--- config.mk ---
export PLATFORM = sky130hd
export DESIGN_NAME = reg_wb_ctrl
export DESIGN_NICKNAME = d
export VERILOG_FILES = /design/src/rtl/regfile_pkg.sv /design/src/rtl/wb_fifo.sv /design/src/rtl/reg_wb_ctrl.sv
export SDC_FILE = /design/constraint.sdc
export NUM_CORES = 1
export LEC_CHECK = 0
export ABC_AREA = 1
export ABC_CLOCK_PERIOD_IN_PS = 6100
export BUFFER_PORTS_ARGS = -buffer_cell sky130_fd_sc_hd__buf_4
export CAP_MARGIN = 5
export CORE_UTILIZATION = 59
export DETAILED_ROUTE_END_ITERATION = 6
export PLACE_DENSITY = 0.95
export RECOVER_POWER = 100
export SLEW_MARGIN = 20
export SYNTH_ARGS = -nofsm -noshare
export SYNTH_HDL_FRONTEND = slang
export SYNTH_SLANG_ARGS = --single-unit
--- constraint.sdc ---
create_clock -name i_clk -period 6.1 [get_ports i_clk]
set_input_delay 1.22 -clock i_clk [delete_from_list [all_inputs] [get_ports i_clk]]
set_output_delay 1.22 -clock i_clk [all_outputs]
set_load 0.01 [all_outputs]
--- src/rtl/regfile_pkg.sv ---
// Shared register-file types and constants used by the writeback controller and its buffer.
package regfile_pkg;
   localparam int DATA_W   = 32;
   localparam int ADDR_W   = 5;
   localparam int NUM_REGS = 2 ** ADDR_W;

   localparam logic [ADDR_W-1:0] REG_ZERO = '0;

   typedef enum logic [1:0] {
      WB_NONE,
      WB_ALU,
      WB_LU
   } wb_src_e;
endpackage

--- src/rtl/wb_fifo.sv ---
// Small synchronous FIFO that holds long-latency results which lost arbitration to the ALU.
module wb_fifo #(
   parameter int W     = 37,
   parameter int DEPTH = 2
) (
   input  logic         clk,
   input  logic         rst_n,
   input  logic         push,
   input  logic         pop,
   input  logic [W-1:0] din,
   output logic [W-1:0] dout,
   output logic         full,
   output logic         empty
);
   localparam int PW = $clog2(DEPTH);

   logic [W-1:0]  mem [DEPTH];
   logic [PW-1:0] rd_ptr;
   logic [PW-1:0] wr_ptr;
   logic [PW:0]   count;

   // Storage carries no reset; occupancy alone defines validity.
   always_ff @(posedge clk) begin
      if (push) mem[wr_ptr] <= din;
   end

   always_ff @(posedge clk) begin
      if (!rst_n) begin
         rd_ptr <= '0;
         wr_ptr <= '0;
         count  <= '0;
      end else begin
         if (push) wr_ptr <= wr_ptr + 1'b1;
         if (pop)  rd_ptr <= rd_ptr + 1'b1;
         case ({push, pop})
            2'b10:   count <= count + 1'b1;
            2'b01:   count <= count - 1'b1;
            default: count <= count;
         endcase
      end
   end

   assign dout  = mem[rd_ptr];
   assign full  = (count == (PW+1)'(DEPTH));
   assign empty = (count == '0);
endmodule

--- src/rtl/reg_wb_ctrl.sv ---
// Register-file write initiator: arbitrates ALU and long-latency writeback, keeps the busy
// scoreboard for decode and flags hazard violations.
module reg_wb_ctrl #(
   parameter int DATA_W   = regfile_pkg::DATA_W,
   parameter int ADDR_W   = regfile_pkg::ADDR_W,
   parameter int LU_DEPTH = 2
) (
   input  logic                 i_clk,
   input  logic                 i_rst_n,
   input  logic                 i_alu_we,
   input  logic [ADDR_W-1:0]    i_alu_waddr,
   input  logic [DATA_W-1:0]    i_alu_wdata,
   input  logic                 i_lu_valid,
   output logic                 o_lu_ready,
   input  logic [ADDR_W-1:0]    i_lu_waddr,
   input  logic [DATA_W-1:0]    i_lu_wdata,
   input  logic                 i_iss_valid,
   input  logic [ADDR_W-1:0]    i_iss_rd,
   output logic [2**ADDR_W-1:0] o_busy,
   output logic [ADDR_W-1:0]    o_waddr,
   output logic [DATA_W-1:0]    o_wdata,
   output logic                 o_we,
   output logic                 o_err
);
   import regfile_pkg::*;

   localparam int N_REGS = 2 ** ADDR_W;
   localparam int FW     = ADDR_W + DATA_W;

   logic              fifo_full;
   logic              fifo_empty;
   logic              fifo_push;
   logic              fifo_pop;
   logic [FW-1:0]     fifo_dout;
   logic              lu_keep;
   logic              alu_keep;
   wb_src_e           sel;
   logic [ADDR_W-1:0] sel_addr;
   logic [DATA_W-1:0] sel_data;
   logic [N_REGS-1:0] busy_q;
   logic [N_REGS-1:0] busy_d;
   logic              err_q;
   logic              err_d;

   assign o_lu_ready = i_rst_n & ~fifo_full;

   // r0 results complete the handshake but are never buffered or written.
   assign lu_keep  = i_lu_valid & o_lu_ready & (i_lu_waddr != '0);
   assign alu_keep = i_alu_we & (i_alu_waddr != '0);

   wb_fifo #(
      .W     (FW),
      .DEPTH (LU_DEPTH)
   ) u_fifo (
      .clk   (i_clk),
      .rst_n (i_rst_n),
      .push  (fifo_push),
      .pop   (fifo_pop),
      .din   ({i_lu_waddr, i_lu_wdata}),
      .dout  (fifo_dout),
      .full  (fifo_full),
      .empty (fifo_empty)
   );

   always_comb begin
      sel       = WB_NONE;
      sel_addr  = i_alu_waddr;
      sel_data  = i_alu_wdata;
      fifo_pop  = 1'b0;
      fifo_push = 1'b0;
      if (i_alu_we) begin
         sel       = alu_keep ? WB_ALU : WB_NONE;
         fifo_push = lu_keep;
      end else if (!fifo_empty) begin
         sel       = WB_LU;
         sel_addr  = fifo_dout[FW-1:DATA_W];
         sel_data  = fifo_dout[DATA_W-1:0];
         fifo_pop  = 1'b1;
         fifo_push = lu_keep;
      end else if (lu_keep) begin
         sel      = WB_LU;
         sel_addr = i_lu_waddr;
         sel_data = i_lu_wdata;
      end
   end

   // Clear lands on the same edge that presents the write; a same-cycle issue re-sets the bit.
   always_comb begin
      busy_d = busy_q;
      if (sel == WB_LU) busy_d[sel_addr] = 1'b0;
      if (i_iss_valid && (i_iss_rd != '0)) busy_d[i_iss_rd] = 1'b1;
      busy_d[0] = 1'b0;
   end

   always_comb begin
      err_d = err_q;
      if (i_iss_valid && (i_iss_rd != '0) && busy_q[i_iss_rd]) err_d = 1'b1;
      if (alu_keep && busy_q[i_alu_waddr])                     err_d = 1'b1;
      if (lu_keep && !busy_q[i_lu_waddr])                      err_d = 1'b1;
   end

   always_ff @(posedge i_clk) begin
      if (!i_rst_n) begin
         o_we    <= 1'b0;
         o_waddr <= '0;
         o_wdata <= '0;
         busy_q  <= '0;
         err_q   <= 1'b0;
      end else begin
         o_we   <= (sel != WB_NONE);
         busy_q <= busy_d;
         err_q  <= err_d;
         if (sel != WB_NONE) begin
            o_waddr <= sel_addr;
            o_wdata <= sel_data;
         end
      end
   end

   assign o_busy = busy_q;
   assign o_err  = err_q;
endmodule

==> impl_metrics.py <==
metrics = {
    "flow_run": {
        "max_cap_violations": 1,
    },
    "place": {
        "globalplace.congestion": 0.954,
        "numPortBuffers": 154,
        "dp.cells": 1149,
        "hpwl_mm": 14.9,
    },
    "pwr": {
        "vdd.ir_drop.worst_mv": 0.172,
        "fin_total_pwr_mw": 2.77,
        "leakage_nw": 3.25,
        "p_per_area_mw_per_mm2": 312,
    },
    "sta": {
        "finalHoldViolCount": 0,
        "fin_skew_ns": 0.0110,
        "tns_ns": 0,
        "grt_setup_unrepaired": "no",
        "fmax_mhz": 209,
        "max-slew-margin-rel_pct": -37.2,
        "drv_slew": 40,
        "worstMarginPinSlew_ns": 2.06,
        "fin_crit_sh_pct": 78.3,
        "setup_viol": 0,
        "period_minus_slack_ns": 4.77,
    },
    "setup_path": {
        "crit_cells": 7,
        "cp.required_ns": 6.38,
        "cp.buffers_inverters": 3,
        "startpoint_type": "input pin",
        "cp-end-kind": "flop",
        "reg2reg_depth": 7,
        "regToRegEndpoint": "u_fifo.mem[0][28]$_DFFE_PP_",
        "regToRegStartpoint": "u_fifo.count[0]$_SDFFE_PN0P_",
        "critical_path.most_common_cell": "clkbuf_1",
        "slowest_delay_ns": 1.45,
        "crit_chain": "clkbuf_1 > nor2_1 > inv_1 > nand3_4 > clkbuf_1 > o21ai_0 > a31oi_1",
        "reg2reg_slack_ns": 2.67,
        "cp_top_family": "buffers and inverters",
        "path_class": "input pin to flop",
        "cp_max_fo": 60,
        "crit_arrival_ns": 5.05,
        "slowest_stage": "clkbuf_1",
    },
    "worst_hold_path": {
        "min_path_cells": 1,
        "hold_class": "flop to flop",
        "hold_start": "u_fifo.rd_ptr$_SDFFE_PN0P_",
    },
    "synth": {
        "syn_area_sq_mm": 0.00752,
        "synth.most_common_cell": "nand2_1",
        "syn_inst": 876,
        "async_reset_ff_share_pct": 0,
        "synth_area_leader_cell": "edfxtp_1",
        "synthFlopType": "dfxtp_1",
        "ys_ff_latch": 149,
        "syn-num-nets": 961,
        "ys_types": 35,
        "synth.avg_cell_area_sq_um": 8.59,
        "yosys-top-cells-count": "nand2_1 (211), o21ai_0 (88), dfxtp_1 (75), edfxtp_1 (74), a21oi_1 (54)",
        "yosysTopAreaCellShare_pct": 29.5,
        "synth_edf_count": 74,
        "netlist_top_cells_area": "edfxtp_1 (30%), dfxtp_1 (20%), nand2_1 (11%)",
        "yosysWarnings": 0,
        "seq_area_frac_synth_pct": 49.5,
    },
    "die": {
        "fp.coreArea_sq_mm": 0.0122,
        "start_util_pct": 61.6,
        "die_h_um": 115,
        "ios": 156,
        "die_area_sq_mm": 0.0132,
        "rows": 40,
        "die_w_um": 115,
    },
    "routing": {
        "dr.pass1.iters": 6,
        "drtAntennaViolNets": 0,
        "wirelength_mm": 22.7,
        "wire_per_inst_um": 19.2,
        "drc_errors": 0,
        "via_per_inst": 6.17,
        "drtIter0Drc": 781,
        "vias": 7294,
    },
    "status": {
        "status": "finished with violations",
        "violations": "capacitance limit, slew limit",
    },
    "finish": {
        "drive_gt1_share_pct": 11.2,
        "nets": 1086,
        "area_delta_synth_final_pct": 17.9,
        "multi_input_area_sq_mm": 0.00330,
        "fill_cells": 984,
        "antenna_cells": 0,
        "final_cells": 1182,
        "seq_area_sq_mm": 0.00373,
    },
    "clock_network": {
        "cts_setup_buffers": 0,
        "clockBufferDepth": 2,
        "clock_latency_ns": 0.44,
        "ctsHoldBuffers": 0,
        "cts-root-buf": "clkbuf_16",
        "htreeDepth": 4,
        "tritoncts": "yes",
        "clock-sinks": 149,
        "clk_pin_slew_worst_paths_ns": 0.06,
        "cts_buffers": 17,
        "cts_resized": 0,
    },
    "global_route": {
        "track_usage_pct": 34.6,
        "grt_start_max_net_pins": 61,
        "first_global_vias": 6885,
        "grt_antenna_before_repair": 0,
        "overflow": 0,
        "grt_pass1_wl_mm": 34.6,
    },
}
==> logic make-up after synthesis <==
| group | after synthesis | synth area share (%) |
|---|---|---|
| adders and majority gates | 1 | 0.166 |
| AOI/OAI and AO/OA | 263 | 21.2 |
| muxes | 30 | 3.99 |
| and+or+nand+nor | 322 | 18.9 |
| other | 1 | 0.0499 |
| DFF | 149 | 49.5 |
| buffers and inverters | 110 | 6.24 |
==> through the flow <==
| step | setup WS [ns] | hold slack [ns] | utilization (%) | cell area, sq um |
|---|---|---|---|---|
| 5_1_grt | 1.14 | 0.502 | 72.6 | 8870 |
| 2_1_floorplan | 2.19 | 0.425 | - | 7520 |
| 6_report | 1.33 | 0.482 | 72.6 | 8870 |
| 3_5_place_dp | 1.91 | 0.449 | 71.0 | 8680 |
| 3_3_place_gp | 2.08 | 0.429 | 71.0 | 8680 |
| 4_1_cts | 2.35 | 0.481 | 76.1 | 9290 |
==> metal layers <==
layer | GRT usage [%] | vias to the layer above | share of wire (%)
met5 | 0 | - | 0
met4 | 22.6 | 0 | 4.9
met3 | 7.85 | 110 | 10
met2 | 56.9 | 533 | 48
met1 | 40.9 | 3349 | 37
li1 | - | 3302 | -
==> worst register-to-register path, cell delays in order, from the launching register on <==
cell	delay [ns]
dfxtp_1	0.46
inv_2	0.09
nand2_2	0.08
nand3_4	0.10
nor2_8	0.52
o21ai_0	0.46
nor2_1	1.12
buf_12	0.29
==> layout make-up <==
class                      instances  area share [%]
sequential                       149            42.0
inverter                          59            2.55
clock buffer                      20            5.39
tap                              168            2.37
multi-input combinational        617            37.2
clock inverter                    12            1.57
timing repair buffer             157            8.86
==> sequential cells by signal, summed over array words and instances, names as in the netlist, named ones only <==
| name | flops |
|---|---|
| o_busy | 31 |
| o_wdata | 32 |
| o_we | 1 |
| o_err | 1 |
| u_fifo.count | 2 |
| o_waddr | 5 |
| u_fifo.mem | 74 |
| u_fifo.rd_ptr | 1 |
| u_fifo.wr_ptr | 1 |
==> worst max-delay path by stage <==
stage	end	slack, ns	startpoint
2_1_floorplan	u_fifo.mem[0][0]$_DFFE_PP_	2.19	i_lu_waddr[0]
3_3_place_gp	u_fifo.mem[1][35]$_DFFE_PP_	2.08	i_rst_n
3_5_place_dp	u_fifo.mem[0][0]$_DFFE_PP_	1.91	i_rst_n
4_1_cts	u_fifo.mem[0][20]$_DFFE_PP_	2.35	i_rst_n
5_1_grt	o_wdata[3]$_SDFFE_PN0P_	1.14	i_alu_we
6_report	o_wdata[30]$_SDFFE_PN0P_	1.33	i_alu_we
==> cells in the final DEF (no fill, tap or decap), types with 2 or more instances in the layout <==
| master | n |
|---|---|
| nand2_2 | 4 |
| nor2_1 | 37 |
| a21oi_1 | 54 |
| bufinv_16 | 2 |
| inv_8 | 2 |
| nor3_1 | 5 |
| clkinv_4 | 2 |
| nand2_1 | 213 |
| a31oi_1 | 34 |
| inv_2 | 6 |
| dfxtp_1 | 74 |
| nand3_1 | 37 |
| clkbuf_8 | 2 |
| o211ai_1 | 13 |
| nor2_4 | 2 |
| a2bb2oi_1 | 30 |
| or2_2 | 3 |
| a22oi_1 | 4 |
| buf_4 | 47 |
| nand4_1 | 4 |
| inv_1 | 51 |
| o21bai_1 | 31 |
| nand3_4 | 2 |
| clkinv_2 | 2 |
| inv_4 | 4 |
| clkbuf_1 | 108 |
| o21ai_0 | 96 |
| clkbuf_16 | 18 |
| edfxtp_1 | 74 |
| mux2i_1 | 30 |
| nor2_2 | 10 |
==> report_power, final <==
| group | total [mW] | switching [mW] | internal, mW | leakage (nW) |
|---|---|---|---|---|
| Clock | 1.08 | 0.430 | 0.654 | 0.306 |
| Combinational | 0.508 | 0.322 | 0.186 | 1.65 |
| Sequential | 1.17 | 0.0548 | 1.12 | 1.29 |
Note: power is estimated with default switching activity, not from simulation.
